File: config.mk
export PLATFORM = sky130hd
export DESIGN_NAME = and_unit_scheduler
export DESIGN_NICKNAME = d
export VERILOG_FILES = /design/src/rtl/and_sched_pkg.sv /design/src/rtl/and_unit_scheduler_rr_arbiter.sv /design/src/rtl/and_unit_scheduler.sv
export SDC_FILE = /design/constraint.sdc
export NUM_CORES = 1
export LEC_CHECK = 0
export ABC_AREA = 1
export BUFFER_PORTS_ARGS = -buffer_cell sky130_fd_sc_hd__clkbuf_2
export CAP_MARGIN = 20
export CELL_PAD_IN_SITES_DETAIL_PLACEMENT = 1
export CELL_PAD_IN_SITES_GLOBAL_PLACEMENT = 1
export CORE_ASPECT_RATIO = 0.5
export CORE_MARGIN = 1
export CORE_UTILIZATION = 25
export DETAILED_ROUTE_END_ITERATION = 16
export GPL_TIMING_DRIVEN = 0
export PLACE_DENSITY = 0.69
export RECOVER_POWER = 50
export SYNTH_ARGS = -nofsm -noshare
export SYNTH_HDL_FRONTEND = slang
export SYNTH_SLANG_ARGS = --single-unit
File: constraint.sdc
create_clock -name clk -period 1.4 [get_ports clk]
set_clock_uncertainty 0.05 [all_clocks]
set_input_delay 0.28 -clock clk [delete_from_list [all_inputs] [get_ports clk]]
set_output_delay 0.28 -clock clk [all_outputs]
set_load 0.02 [all_outputs]
File: src/rtl/and_sched_pkg.sv
// Shared types and constants for the AND-unit scheduler.
package and_sched_pkg;

  localparam int unsigned DEF_WIDTH    = 8;
  localparam int unsigned DEF_UNIT_LAT = 1;
  localparam int unsigned CNT_W        = 4;

  typedef enum logic [1:0] {
    IDLE = 2'd0,
    WAIT = 2'd1,
    RESP = 2'd2
  } state_e;

  // Requester ID width; never narrower than one bit.
  function automatic int unsigned id_w(input int unsigned n);
    if (n <= 2) return 1;
    return $clog2(n);
  endfunction

endpackage

File: src/rtl/and_unit_scheduler_rr_arbiter.sv
// Combinational round-robin arbiter: lowest requesting index at or after ptr, wrapping.
module rr_arbiter
  import and_sched_pkg::*;
#(
  parameter  int unsigned NREQ = 2,
  localparam int unsigned IDW  = id_w(NREQ)
) (
  input  logic [NREQ-1:0] req,
  input  logic [IDW-1:0]  ptr,
  output logic [NREQ-1:0] grant,
  output logic [IDW-1:0]  grant_idx,
  output logic            any
);

  always_comb begin
    int unsigned k;
    grant     = '0;
    grant_idx = '0;
    any       = 1'b0;
    k         = 0;
    for (int unsigned i = 0; i < NREQ; i++) begin
      k = (32'(ptr) + i) % NREQ;
      if (!any && req[IDW'(k)]) begin
        any       = 1'b1;
        grant_idx = IDW'(k);
      end
    end
    if (any) grant[grant_idx] = 1'b1;
  end

endmodule

File: src/rtl/and_unit_scheduler.sv
// Shares one fixed-latency AND unit between NREQ requesters with round-robin
// grants and a valid/ready response port tagged with the owner's ID.
module and_unit_scheduler
  import and_sched_pkg::*;
#(
  parameter  int unsigned NREQ     = 2,
  parameter  int unsigned WIDTH    = DEF_WIDTH,
  parameter  int unsigned UNIT_LAT = DEF_UNIT_LAT,
  localparam int unsigned IDW      = id_w(NREQ)
) (
  input  logic                  clk,
  input  logic                  reset,
  input  logic                  ena,
  input  logic [NREQ-1:0]       req_valid,
  input  logic [NREQ*WIDTH-1:0] req_a,
  input  logic [NREQ*WIDTH-1:0] req_b,
  output logic [NREQ-1:0]       req_ready,
  output logic [WIDTH-1:0]      unit_a,
  output logic [WIDTH-1:0]      unit_b,
  output logic                  unit_start,
  input  logic [WIDTH-1:0]      unit_y,
  output logic                  resp_valid,
  output logic [WIDTH-1:0]      resp_data,
  output logic [IDW-1:0]        resp_id,
  input  logic                  resp_ready,
  output logic                  busy
);

  state_e             state_q, state_d;
  logic [IDW-1:0]     rr_ptr_q, rr_ptr_d;
  logic [CNT_W-1:0]   cnt_q, cnt_d;
  logic [WIDTH-1:0]   unit_a_q, unit_a_d;
  logic [WIDTH-1:0]   unit_b_q, unit_b_d;
  logic               start_q, start_d;
  logic [WIDTH-1:0]   resp_data_q, resp_data_d;
  logic [IDW-1:0]     resp_id_q, resp_id_d;
  logic               resp_valid_q, resp_valid_d;
  logic               busy_q, busy_d;

  logic [NREQ-1:0]    grant;
  logic [IDW-1:0]     grant_idx;
  logic               any;
  logic               grant_en;
  logic               xfer;
  logic [WIDTH-1:0]   a_slice [NREQ];
  logic [WIDTH-1:0]   b_slice [NREQ];

  for (genvar i = 0; i < NREQ; i++) begin : g_slice
    assign a_slice[i] = req_a[i*WIDTH +: WIDTH];
    assign b_slice[i] = req_b[i*WIDTH +: WIDTH];
  end

  rr_arbiter #(.NREQ(NREQ)) u_arb (
    .req       (req_valid),
    .ptr       (rr_ptr_q),
    .grant     (grant),
    .grant_idx (grant_idx),
    .any       (any)
  );

  // Grants only from IDLE with enable, never while reset is asserted.
  assign grant_en  = (state_q == IDLE) && ena && !reset;
  assign req_ready = grant_en ? grant : '0;
  assign xfer      = grant_en && any;

  always_comb begin
    state_d     = state_q;
    rr_ptr_d    = rr_ptr_q;
    cnt_d       = cnt_q;
    unit_a_d    = unit_a_q;
    unit_b_d    = unit_b_q;
    start_d     = 1'b0;
    resp_data_d = resp_data_q;
    resp_id_d   = resp_id_q;
    case (state_q)
      IDLE: begin
        if (xfer) begin
          unit_a_d  = a_slice[grant_idx];
          unit_b_d  = b_slice[grant_idx];
          resp_id_d = grant_idx;
          rr_ptr_d  = (grant_idx == IDW'(NREQ - 1)) ? '0 : grant_idx + IDW'(1);
          cnt_d     = CNT_W'(UNIT_LAT);
          start_d   = 1'b1;
          state_d   = WAIT;
        end
      end
      WAIT: begin
        // Counter hits zero in the cycle the unit result is valid.
        if (cnt_q == '0) begin
          resp_data_d = unit_y;
          state_d     = RESP;
        end else begin
          cnt_d = cnt_q - CNT_W'(1);
        end
      end
      RESP: begin
        if (resp_valid_q && resp_ready) state_d = IDLE;
      end
      default: state_d = IDLE;
    endcase
    busy_d       = (state_d != IDLE);
    resp_valid_d = (state_d == RESP);
  end

  always_ff @(posedge clk) begin
    if (reset) begin
      state_q      <= IDLE;
      rr_ptr_q     <= '0;
      cnt_q        <= '0;
      unit_a_q     <= '0;
      unit_b_q     <= '0;
      start_q      <= 1'b0;
      resp_data_q  <= '0;
      resp_id_q    <= '0;
      resp_valid_q <= 1'b0;
      busy_q       <= 1'b0;
    end else begin
      state_q      <= state_d;
      rr_ptr_q     <= rr_ptr_d;
      cnt_q        <= cnt_d;
      unit_a_q     <= unit_a_d;
      unit_b_q     <= unit_b_d;
      start_q      <= start_d;
      resp_data_q  <= resp_data_d;
      resp_id_q    <= resp_id_d;
      resp_valid_q <= resp_valid_d;
      busy_q       <= busy_d;
    end
  end

  assign unit_a     = unit_a_q;
  assign unit_b     = unit_b_q;
  assign unit_start = start_q;
  assign resp_valid = resp_valid_q;
  assign resp_data  = resp_data_q;
  assign resp_id    = resp_id_q;
  assign busy       = busy_q;

endmodule

* Word-level counts from Yosys, hierarchy flattened
Cells that the tools add are included.
Storage, ports and cells: register bits after elaboration 35, input port bits 46, output and inout bits 30, logic and storage cells 68
Cells by class: $add $sub $neg 3, magnitude comparators 5, equality and inequality tests 5, multiplexer cells 27, bitwise operators 2, reductions and logical operators 16
Operator list (number):
- $mux 8 | 6
- $mux 1 | 11
- $mux 2 | 5
- $mux 4 | 2
- $pmux 4 s2 | 1
- $logic_and 1x1->1 | 6
- $lt 1x2->1 const B | 3
- $pmux 2 s3 | 1
- $eq 2x2->1 const B | 2
- $logic_not 4->1 | 1
- $ne 2x2->1 const B | 2
- $reduce_and 2->1 | 2
- $reduce_bool 2->1 | 2
- $sub 4x1->4 const B | 1
- $reduce_and 3->1 | 1
- $add 1x1->1 const B | 2
- $eq 2x1->1 const B | 1
- $ge 2x2->1 const B | 1
- $logic_not 1->1 | 2
- $logic_not 2->1 | 1
- $not 1->2 | 1
- $reduce_or 2->1 | 1
- $demux 1 s1 | 1
- $ge 1x1->1 const B | 1
- $not 1->1 | 1

* Depth between registers and ports, before layout
Gate-level depths: netlist (run 1).
depth in word-level cells 12, mapped depth 8, mapped depth without buffers 8

* Hierarchy
A second synthesis (run 1) with hierarchy kept.
Unflattened totals: cell total of the unflattened synthesis 239, area, all modules 1692.9 um2
By module, submodules not included:
- and_unit_scheduler | instances 1, cells each 232, area an instance 1662.8 um2, sequential area each 700.7 um2
- rr_arbiter | instances 1, cells each 7, area an instance 30.0 um2, sequential area each 0.0 um2

* Worst setup path before layout (run 1)
No wires, ideal clock.
kind register -> output, from reg rr_ptr_q, to out req_ready[0], arrival time 0.957 ns, required time 1.070 ns, setup slack 0.113 ns, stages on the path, launching flop included 4, buffers on the path 0, path through dfxtp_1 > o21ai_4 > inv_4 > nor2_2
Between the ends: word-level cells in the longest chain between the ends 12, elaborated cells between the ends (all ways) 18, those cells by class add/sub: 1; order compare: 2; mux: 12; reduce/logical: 3
RTL lines:
- start, declared | line and_unit_scheduler.sv:30 | logic [IDW-1:0] rr_ptr_q, rr_ptr_d;
- start signal, assigned | line and_unit_scheduler.sv:119 | rr_ptr_q <= rr_ptr_d;
- $mux 1 (implied by the code) (2 in a row) | line and_unit_scheduler_rr_arbiter.sv:23 | if (!any && req[IDW'(k)]) begin
- $mux 1 | line and_unit_scheduler_rr_arbiter.sv:23
- $logic_not 1->1 | line and_unit_scheduler_rr_arbiter.sv:23
- $logic_and 1x1->1 | line and_unit_scheduler_rr_arbiter.sv:23
- $mux 1 | line and_unit_scheduler_rr_arbiter.sv:23
- $lt 1x2->1 (implied by the code) or $ge 1x1->1 (tied branches) | line and_unit_scheduler_rr_arbiter.sv:28 | if (any) grant[grant_idx] = 1'b1;
- $logic_and 1x1->1 (implied by the code) | line and_unit_scheduler_rr_arbiter.sv:28
- $mux 1 (implied by the code) | line and_unit_scheduler_rr_arbiter.sv:28
- $demux 1 s1
- $mux 2 * | line and_unit_scheduler_rr_arbiter.sv:28
- $mux 2 * | line and_unit_scheduler.sv:63 | assign req_ready = grant_en ? grant : '0;
- end, declared | line and_unit_scheduler.sv:17 | output logic [NREQ-1:0] req_ready,
Mark *: on every way between the ends. The rest lies on a longest branch, timed or not. The select of a mux whose other input is x is not followed.

* Worst setup path after layout (run 1)
from reg state_q[0], to out req_ready[1]
Between the ends: word-level cells in the longest chain between the ends 4
RTL lines:
- start, declared | line and_unit_scheduler.sv:29 | state_e state_q, state_d;
- start signal, assigned | line and_unit_scheduler.sv:118 | state_q <= state_d;
- $logic_not 2->1 | line and_unit_scheduler.sv:62 | assign grant_en = (state_q == IDLE) && ena && !reset;
- $logic_and 1x1->1 (2 in a row) | line and_unit_scheduler.sv:62
- $mux 2 | line and_unit_scheduler.sv:63
No other way between the ends.

==> results of run 1 <==
-- cells by family after synthesis --
group | Yosys count
flip-flops | 35
AND/OR/NAND/NOR | 119
adder cells (fa/ha/maj) | 2
AO/OA/AOI/OAI | 32
buffers and inverters | 55
XOR/XNOR | 1
-- power breakdown --
group          switching (µW)  internal (µW)
Combinational             339            247
Clock                     412            648
Sequential               44.1           1070
Total                     795           1970
-- sequential cells by signal, summed over array words and instances, names as in the netlist --
signal and count:
busy 1, cnt_q 4, resp_data 8, resp_id 1, resp_valid 1, rr_ptr_q 1
state_q 2, unit_a 8, unit_b 8, unit_start 1
-- final timing paths --
path,slack (ns),depth (start not counted),endpoint
worst max-delay path,-0.13,5,req_ready[1]
worst min-delay path,0.17,3,resp_data[1]$_SDFFE_PP0P_
worst max register to register,0.06,9,resp_data[2]$_SDFFE_PP0P_
worst min register to register,0.46,2,resp_data[1]$_SDFFE_PP0P_
-- area by class of cell --
cell class                 instances  area, µm²
tap                               88        110
fill                             806       3790
timing repair inverter             1       6.26
inverter                          45        179
timing repair buffer              86        500
multi-input combinational        154        754
sequential                        35        706
clock buffer                       5        125
buffer                            10       97.6
clock inverter                     3       15.0
-- worst register-to-register path, stage by stage, from the launching register on --
cell and delay [ns]:
dfxtp_2 0.33, buf_4 0.13, buf_4 0.12, inv_2 0.07, nand2_4 0.07, nor2_4 0.14
inv_2 0.05, buf_6 0.14, nor2_1 0.09, nor2_1 0.05
-- per-stage QoR --
step	setup WS, ns	hold WS [ns]	cell area (µm²)
2_1_floorplan	0.113	0.365	1680
3_3_place_gp	-0.0986	0.419	2160
3_5_place_dp	-0.118	0.456	2160
4_1_cts	-0.155	0.172	2400
5_1_grt	-0.195	0.184	2490
6_report	-0.134	0.174	2490
-- cells in the final DEF (no fill, tap or decap), drive strengths merged --
cell type and count:
a21oi 22, buf 21, clkbuf 80, clkinv 3, dfxtp 35, ha 2, inv 46, nand2 64
nand3 19, nor2 34, nor3 1, o21ai 10, or2 1, xnor2 1
-- what timing repair did --
action / 4_1_cts / 5_1_grt
endpoints found under the setup margin: 16 / 24
buffers inserted: 7 / 5
cloned: 0 / 2
resized for setup: 15 / 13
pin swaps: 4 / 2
-- layer usage --
layer | vias to the layer above | part of all wire | track usage
met3 | 9 | 0.039 | 0.0477
met5 | - | 0 | 0
met2 | 36 | 0.51 | 0.306
met1 | 868 | 0.43 | 0.160
met4 | 0 | 0.018 | 0.0495
li1 | 929 | - | -
==> qor.csv, run 1 <==
metric;value;unit
status;finished, violations left;
violations;negative setup slack;
syn_area_per_cell;6.89;µm²
path_max_fanout;4;
wl_per_cell;12.0;µm
crit_arrival;1.20;ns
synth_top_family_by_area;simple AND/OR/NAND/NOR gates;
worst_setup_path_start_kind;register;
cp-startpoint;state_q[0]$_SDFF_PP0_;
cts_htree_levels;2;
dieArea;7070;µm²
final_cells;427;
num_antenna_cells;0;
drive_gt1_frac;0.383;
cts.sinks;35;
ioPinCount;76;
fin_crit;1.53;ns
synth_top_area_cell;dfxtp_1;
crit_chain;nor2_4 > nand3_4 > buf_8 > nor2_4 > buf_8;
num_rows;20;
grt_start_max_net_pins;12;
hold_violations;0;
ir_drop;0.000510;V
worstSetupPathType;reg2out;
io_buffers;74;
coreArea;6280;µm²
rsz0062_at_grt;true;
ant_nets;0;
hpwl;3760;µm
clock_latency;0.28;ns
synthesis.area;1680;µm²
initialDrtViolationCount;44;
synth_xor_area_frac;0.00521;
powerDensity;1110;nW/µm²
fin_util;0.397;
fin_setup_tns;-0.266;ns
synth_adder_area_share;0.0149;
synth_area_leaders;dfxtp_1, nand2_1, inv_1, nor2_1, a21oi_1;
syn_nets;292;
synth_common_cells;nand2_1, inv_1, dfxtp_1, nor2_1, a21oi_1;
yosysMostFrequentCell;nand2_1;
grt_pass1_vias;1898;
track_usage;0.154;
cap_violations;0;
max_stage_delay;0.35;ns
wl;5110;µm
routed_via_density;4.31;
slew_headroom;0.672;
areaGrowthSynthToFinish;48.4;%
synth-compound-area-share;0.102;
ctsRootBufferMaster;clkbuf_16;
synth_top_area_frac;0.417;
synth.mux.area_fraction;0;
vias;1842;
ys_ff_latch;35;
syn_inst;244;
synth_warnings;0;
path_buf_inv;2;
hold_buffers;0;
finalCritPeriodShare;1.10;
p_leak;0.00131;µW
synthFlopType;dfxtp_1;
crit_path_end_kind;output port;
path_clk_slew;0.05;ns
max_freq;652;MHz
cts_buffers;5;
crit_family;flip-flops;
final-setup-viol-count;2;
seq_area_frac_synth;0.417;
crit_slowest_cell;dfxtp_2;
cts_buffer_depth;2;
grt_pass1_wl;8380;µm
fin_ws;-0.134;ns
initial_core_util;0.268;
synth-async-reset-ratio;0;
synthSimpleGateAreaFrac;0.308;
overflow;0;
first_pass_iters;4;
worst_pin_slew;0.492;ns
tritoncts;yes;
die_y;60.0;µm
holdCritStartpoint;unit_y[1];
synth_cell_type_count;23;
hold_class;in2reg;
timing.rr.start;state_q[1]$_SDFF_PP0_;
final_nets;386;
power;2760;µW
antenna_found_initial;0;
drc_errors;0;
synth_edf_count;0;
die_w;118;µm
slew_violations;0;
dp.cells;406;
required;1.07;ns
place.gp.congestion;0.732;
No activity file was read; power rests on OpenSTA's default activity.
==> run 2: changes to the inputs <==
- clock period: 1.4 -> 1.6 ns (I/O delays scaled with it)
==> run 2 against run 1 <==
  * The flow now finishes without violations
  * Critical path depth did not move
  * Cell area fell by 5.4%
  * Final cell count down 0.94%
  * Register-to-register slack better by 0.08 ns
  * Global-route usage is 0.22 points lower
  * Wire length is 3.8% lower
  * Worst hold slack improved by 0.039 ns
  * Critical endpoint unchanged
  * Largest power group unchanged
  * Via count decreased by 1.8%
==> qor.csv, run 2 (synthesis results as in run 1) <==
metric;value;unit;change
worst_setup_path_start_kind;register;;
hold_buffers;0;;unchanged
wl_per_cell;11.6;µm;-2.8%
timing.rr.start;cnt_q[0]$_SDFFE_PP0P_;;
p_leak;0.00118;µW;-10%
seqPwrFrac;0.410;;+0.006
place.gp.congestion;0.732;;unchanged
timing.rr.end;cnt_q[3]$_SDFFE_PP0P_;;
die_w;118;µm;unchanged
cts_htree_levels;2;;unchanged
fin_crit;1.56;ns;
ir_drop;0.000450;V;-12%
slew_headroom;0.669;;-0.00339
crit_end;req_ready[1];;
final_cells;423;;-0.94%
rsz0062_at_grt;true;;
track_usage;0.152;;-0.00218
worst_pin_slew;0.497;ns;+0.00509 ns
p_int;1680;µW;-14%
grt_start_max_net_pins;12;;unchanged
overflow;0;;unchanged
die_y;60.0;µm;unchanged
status;completed;;
fin_ws;0.0421;ns;+0.176 ns
timing.reg2reg.setup_slack;0.14;ns;+0.08 ns
crit_arrival;1.19;ns;about the same
ant_nets;0;;unchanged
p_sw_frac;0.289;;+0.00142
cts_buffers;5;;unchanged
initialDrtViolationCount;50;;+14%
clkPwrFrac;0.395;;+0.011
areaGrowthSynthToFinish;40.4;%;
hpwl;3760;µm;unchanged
fin_setup_tns;0;ns;+0.266 ns
crit_slowest_cell;dfxtp_2;;
powerDensity;1000;nW/µm²;-9.2%
slew_violations;0;;unchanged
ioPinCount;76;;unchanged
crit_path_end_kind;output port;;
required;1.23;ns;+0.16 ns
dieArea;7070;µm²;unchanged
first_pass_iters;4;;unchanged
cp.depth;5;;unchanged
wl;4920;µm;-3.8%
cp-startpoint;state_q[1]$_SDFF_PP0_;;
initial_core_util;0.268;;unchanged
comb_power_share;0.196;;-0.016
io_buffers;74;;unchanged
path_buf_inv;2;;unchanged
routed_via_density;4.28;;-0.86%
crit_chain;nor2_4 > nand3_4 > buf_8 > nor2_4 > buf_8;;
drive_gt1_frac;0.266;;-0.118
drc_errors;0;;unchanged
grt_pass1_vias;1898;;unchanged
final_cell_mix;nand2_1, clkbuf_2, inv_1, dfxtp_1;;
dp.cells;406;;unchanged
path_clk_slew;0.05;ns;about the same
coreArea;6280;µm²;unchanged
hold_violations;0;;unchanged
dp_slack;0.00189;ns;+0.120 ns
crit_family;flip-flops;;
grt_pass1_wl;8270;µm;-1.3%
final_area;2360;µm²;-5.4%
max_stage_delay;0.33;ns;-0.02 ns
antenna_found_initial;0;;unchanged
max_freq;642;MHz;
cts_buffer_depth;2;;unchanged
final_nets;382;;-1.0%
power;2370;µW;-14%
placedInstanceArea;2160;µm²;unchanged
n_fill_cell;826;;+2.5%
r2r_cells;8;;-1
hold_class;in2reg;;
final_common_cell;nand2_1;;
final-setup-viol-count;0;;-2
p_switching;686;µW;-14%
num_antenna_cells;0;;unchanged
vias;1809;;-1.8%
worstSetupPathType;reg2out;;
ctsRootBufferMaster;clkbuf_16;;
finalCritPeriodShare;0.974;;
cts.sinks;35;;unchanged
clock_latency;0.28;ns;about the same
tritoncts;yes;;
num_rows;20;;unchanged
cap_violations;0;;unchanged
path_max_fanout;4;;unchanged
==> run 2: power groups by stage <==
stage	Sequential, µW	Clock [µW]	Combinational, µW
4_1_cts	973	969	477
2_1_floorplan	1040	0	229
3_5_place_dp	989	0	455
5_1_grt	980	1010	521
3_3_place_gp	985	0	435
6_report	971	936	464
==> run 2: how the worst min path moves through the flow <==
stage | start | slack, ns | depth (start not counted) | endpoint
finish | unit_y[6] | 0.21 | 3 | resp_data[6]$_SDFFE_PP0P_
global route | unit_y[1] | 0.22 | 3 | resp_data[1]$_SDFFE_PP0P_
CTS | unit_y[1] | 0.21 | 3 | resp_data[1]$_SDFFE_PP0P_
detailed placement | resp_id$_SDFFE_PP0P_ | 0.46 | 2 | resp_id$_SDFFE_PP0P_
global placement | resp_id$_SDFFE_PP0P_ | 0.42 | 2 | resp_id$_SDFFE_PP0P_
floorplan | unit_y[0] | 0.40 | 2 | resp_data[0]$_SDFFE_PP0P_
==> run 2: repair_timing <==
action,CTS,global route
setup endpoints to repair,2,3
gates resized for setup,7,3
setup buffers,6,3
pin swaps,3,1
==> run 2: per-stage QoR <==
stage / hold WS, ns / utilization
2_1_floorplan: 0.405 / -
3_3_place_gp: 0.419 / 0.344
3_5_place_dp: 0.456 / 0.344
4_1_cts: 0.212 / 0.377
5_1_grt: 0.224 / 0.376
6_report: 0.214 / 0.376
==> run 2: final cells by class <==
type	count	area, µm²	share of cell area
Buffer	10	87.6	0.0371
Clock inverter	3	15.0	0.00636
Tap cell	88	110	0.0467
Sequential cell	35	703	0.298
Timing Repair Buffer	83	415	0.176
Inverter	45	174	0.0737
Clock buffer	5	125	0.0530
Multi-Input combinational cell	154	729	0.309
==> run 2: worst min-delay path, delay by kind of cell <==
| family | cells | cell delay (ns) |
|---|---|---|
| buffers and inverters | 1 | 0.07 |
| AND/OR/NAND/NOR | 2 | 0.11 |
==> run 2: routing by layer <==
layer / part of all wire / global-route usage / vias to the layer above
li1: - / - / 917
met1: 0.43 / 0.158 / 845
met2: 0.51 / 0.301 / 38
met3: 0.044 / 0.0477 / 9
met4: 0.018 / 0.0495 / 0
met5: 0 / 0 / -
==> run 3: changes to the inputs <==
- CORE_MARGIN: 1 -> 4
- GPL_ROUTABILITY_DRIVEN: not set -> 1
==> run 3 against run 2 <==
  * Total power fell by 2.4%
  * Via count decreased by 4.4%
  * Critical path depth unchanged
  * Clock power down 4.5%
  * Cell area decreased by 1.7%
  * Register-to-register slack improved by 0.05 ns
  * First-iteration DRC count increased by 48%
  * Die area rose by 16%
  * Core utilization fell by 0.66 points
  * Maximum frequency grew 0.74%
==> qor.csv, run 3 (synthesis results as in run 1) <==
metric;value;unit;change
hpwl;3700;µm;-1.7%
routed_via_density;4.15;;-3.0%
max_freq;647;MHz;+0.74%
final_common_cell;nand2_1;;
fin_util;0.369;;-0.00657
slew_headroom;0.684;;+0.0151
wl_per_cell;11.4;µm;-1.7%
wl;4770;µm;-3.1%
final_area;2320;µm²;-1.7%
placedInstanceArea;2160;µm²;unchanged
rsz0062_at_grt;true;;
hold_class;in2reg;;
ant_nets;0;;unchanged
worst_setup_path_start_kind;register;;
final_cells;417;;-1.4%
ir_drop;0.000369;V;-18%
final_nets;378;;-1.0%
status;completed;;
crit_path_end_kind;output port;;
clock_latency;0.28;ns;about the same
cts_buffer_depth;2;;unchanged
cts.sinks;35;;unchanged
initialDrtViolationCount;74;;+48%
holdWs;0.218;ns;+0.00398 ns
dp.cells;406;;unchanged
dieArea;8180;µm²;+16%
drive_gt1_frac;0.249;;-0.0164
dp_slack;0.00226;ns;+0.000369 ns
place.gp.congestion;0.731;;about the same
n_fill_cell;829;;+0.36%
grt_pass1_wl;7930;µm;-4.2%
ioPinCount;76;;unchanged
io_buffers;74;;unchanged
vias;1730;;-4.4%
first_pass_iters;3;;-1
track_usage;0.125;;-0.0270
overflow;0;;unchanged
slew_violations;0;;unchanged
cts_htree_levels;2;;unchanged
num_rows;20;;unchanged
finalCritPeriodShare;0.967;;-0.00716
grt_pass1_vias;1787;;-5.8%
p_leak;0.00115;µW;-2.5%
cap_violations;0;;unchanged
coreArea;6280;µm²;unchanged
crit_arrival;1.18;ns;about the same
num_antenna_cells;0;;unchanged
final_cell_mix;nand2_1, clkbuf_2, inv_1, dfxtp_1, clkbuf_1;;
worstSetupPathType;reg2out;;
final-setup-viol-count;0;;unchanged
tritoncts;yes;;
worst_pin_slew;0.474;ns;-0.0227 ns
fin_crit;1.55;ns;-0.0115 ns
ctsRootBufferMaster;clkbuf_16;;
required;1.23;ns;about the same
areaGrowthSynthToFinish;38.0;%;
powerDensity;998;nW/µm²;-0.64%
antenna_found_initial;0;;unchanged
path_max_fanout;4;;unchanged
die_y;66.0;µm;+10%
initial_core_util;0.268;;unchanged
cts_buffers;5;;unchanged
path_clk_slew;0.05;ns;about the same
die_w;124;µm;+5.1%
grt_start_max_net_pins;11;;-1
fin_ws;0.0536;ns;+0.0115 ns
drc_errors;0;;unchanged
hold_violations;0;;unchanged
[run 3: cell count changes in the layout (fill, tap and decap cells not counted), sizes merged]
cell and delta:
clkinv -3, buf -4, clkbuf +1
[run 3: worst paths after layout]
| kind | cells after the start | start | slack, ns | to |
|---|---|---|---|---|
| max | 5 | state_q[1]$_SDFF_PP0_ | 0.05 | req_ready[1] |
| min | 3 | unit_y[1] | 0.22 | resp_data[1]$_SDFFE_PP0P_ |
| max reg2reg | 8 | cnt_q[0]$_SDFFE_PP0P_ | 0.19 | cnt_q[0]$_SDFFE_PP0P_ |
| min reg2reg | 2 | resp_id$_SDFFE_PP0P_ | 0.45 | resp_id$_SDFFE_PP0P_ |
[run 3: critical path, stage by stage (launching register included)]
cell and delay, ns:
dfxtp_2 0.33, nor2_4 0.12, nand3_4 0.10, buf_8 0.13, nor2_4 0.10, buf_8 0.12
[run 3: final cells by class]
class / count / area [µm²] / share of cell area
plain buffers: 10 / 87.6 / 0.0378
clock buffers: 6 / 129 / 0.0556
inverters: 45 / 174 / 0.0750
multi-input cells: 154 / 729 / 0.315
flip-flops and latches: 35 / 703 / 0.303
well taps: 88 / 110 / 0.0475
repair buffers: 79 / 385 / 0.166
[run 3: layer usage]
layer  up-vias  track usage  wire length, µm
met5         -            0                0
li1        913            -                -
met2        30        0.230             2370
met4         0       0.0450               57
met1       782        0.139             2100
met3         5       0.0333              234
[run 3: through the flow]
stage,power [µW],setup TNS [ns]
after floorplan,1270,0
after detailed placement,1440,0
after global routing,2460,-0.00690
final,2310,0
after global placement,1420,0
after CTS,2370,0
[run 3: power breakdown]
part | switching [µW] | internal, µW
Sequential | 36.1 | 936
Combinational | 274 | 175
Clock | 335 | 559
Total | 645 | 1670
[run 3: what timing repair did]
action,in CTS,in global routing
setup buffers,4,1
setup endpoints to repair,2,5
hold buffers,0,0
gates resized for setup,6,4
pin swaps,3,1
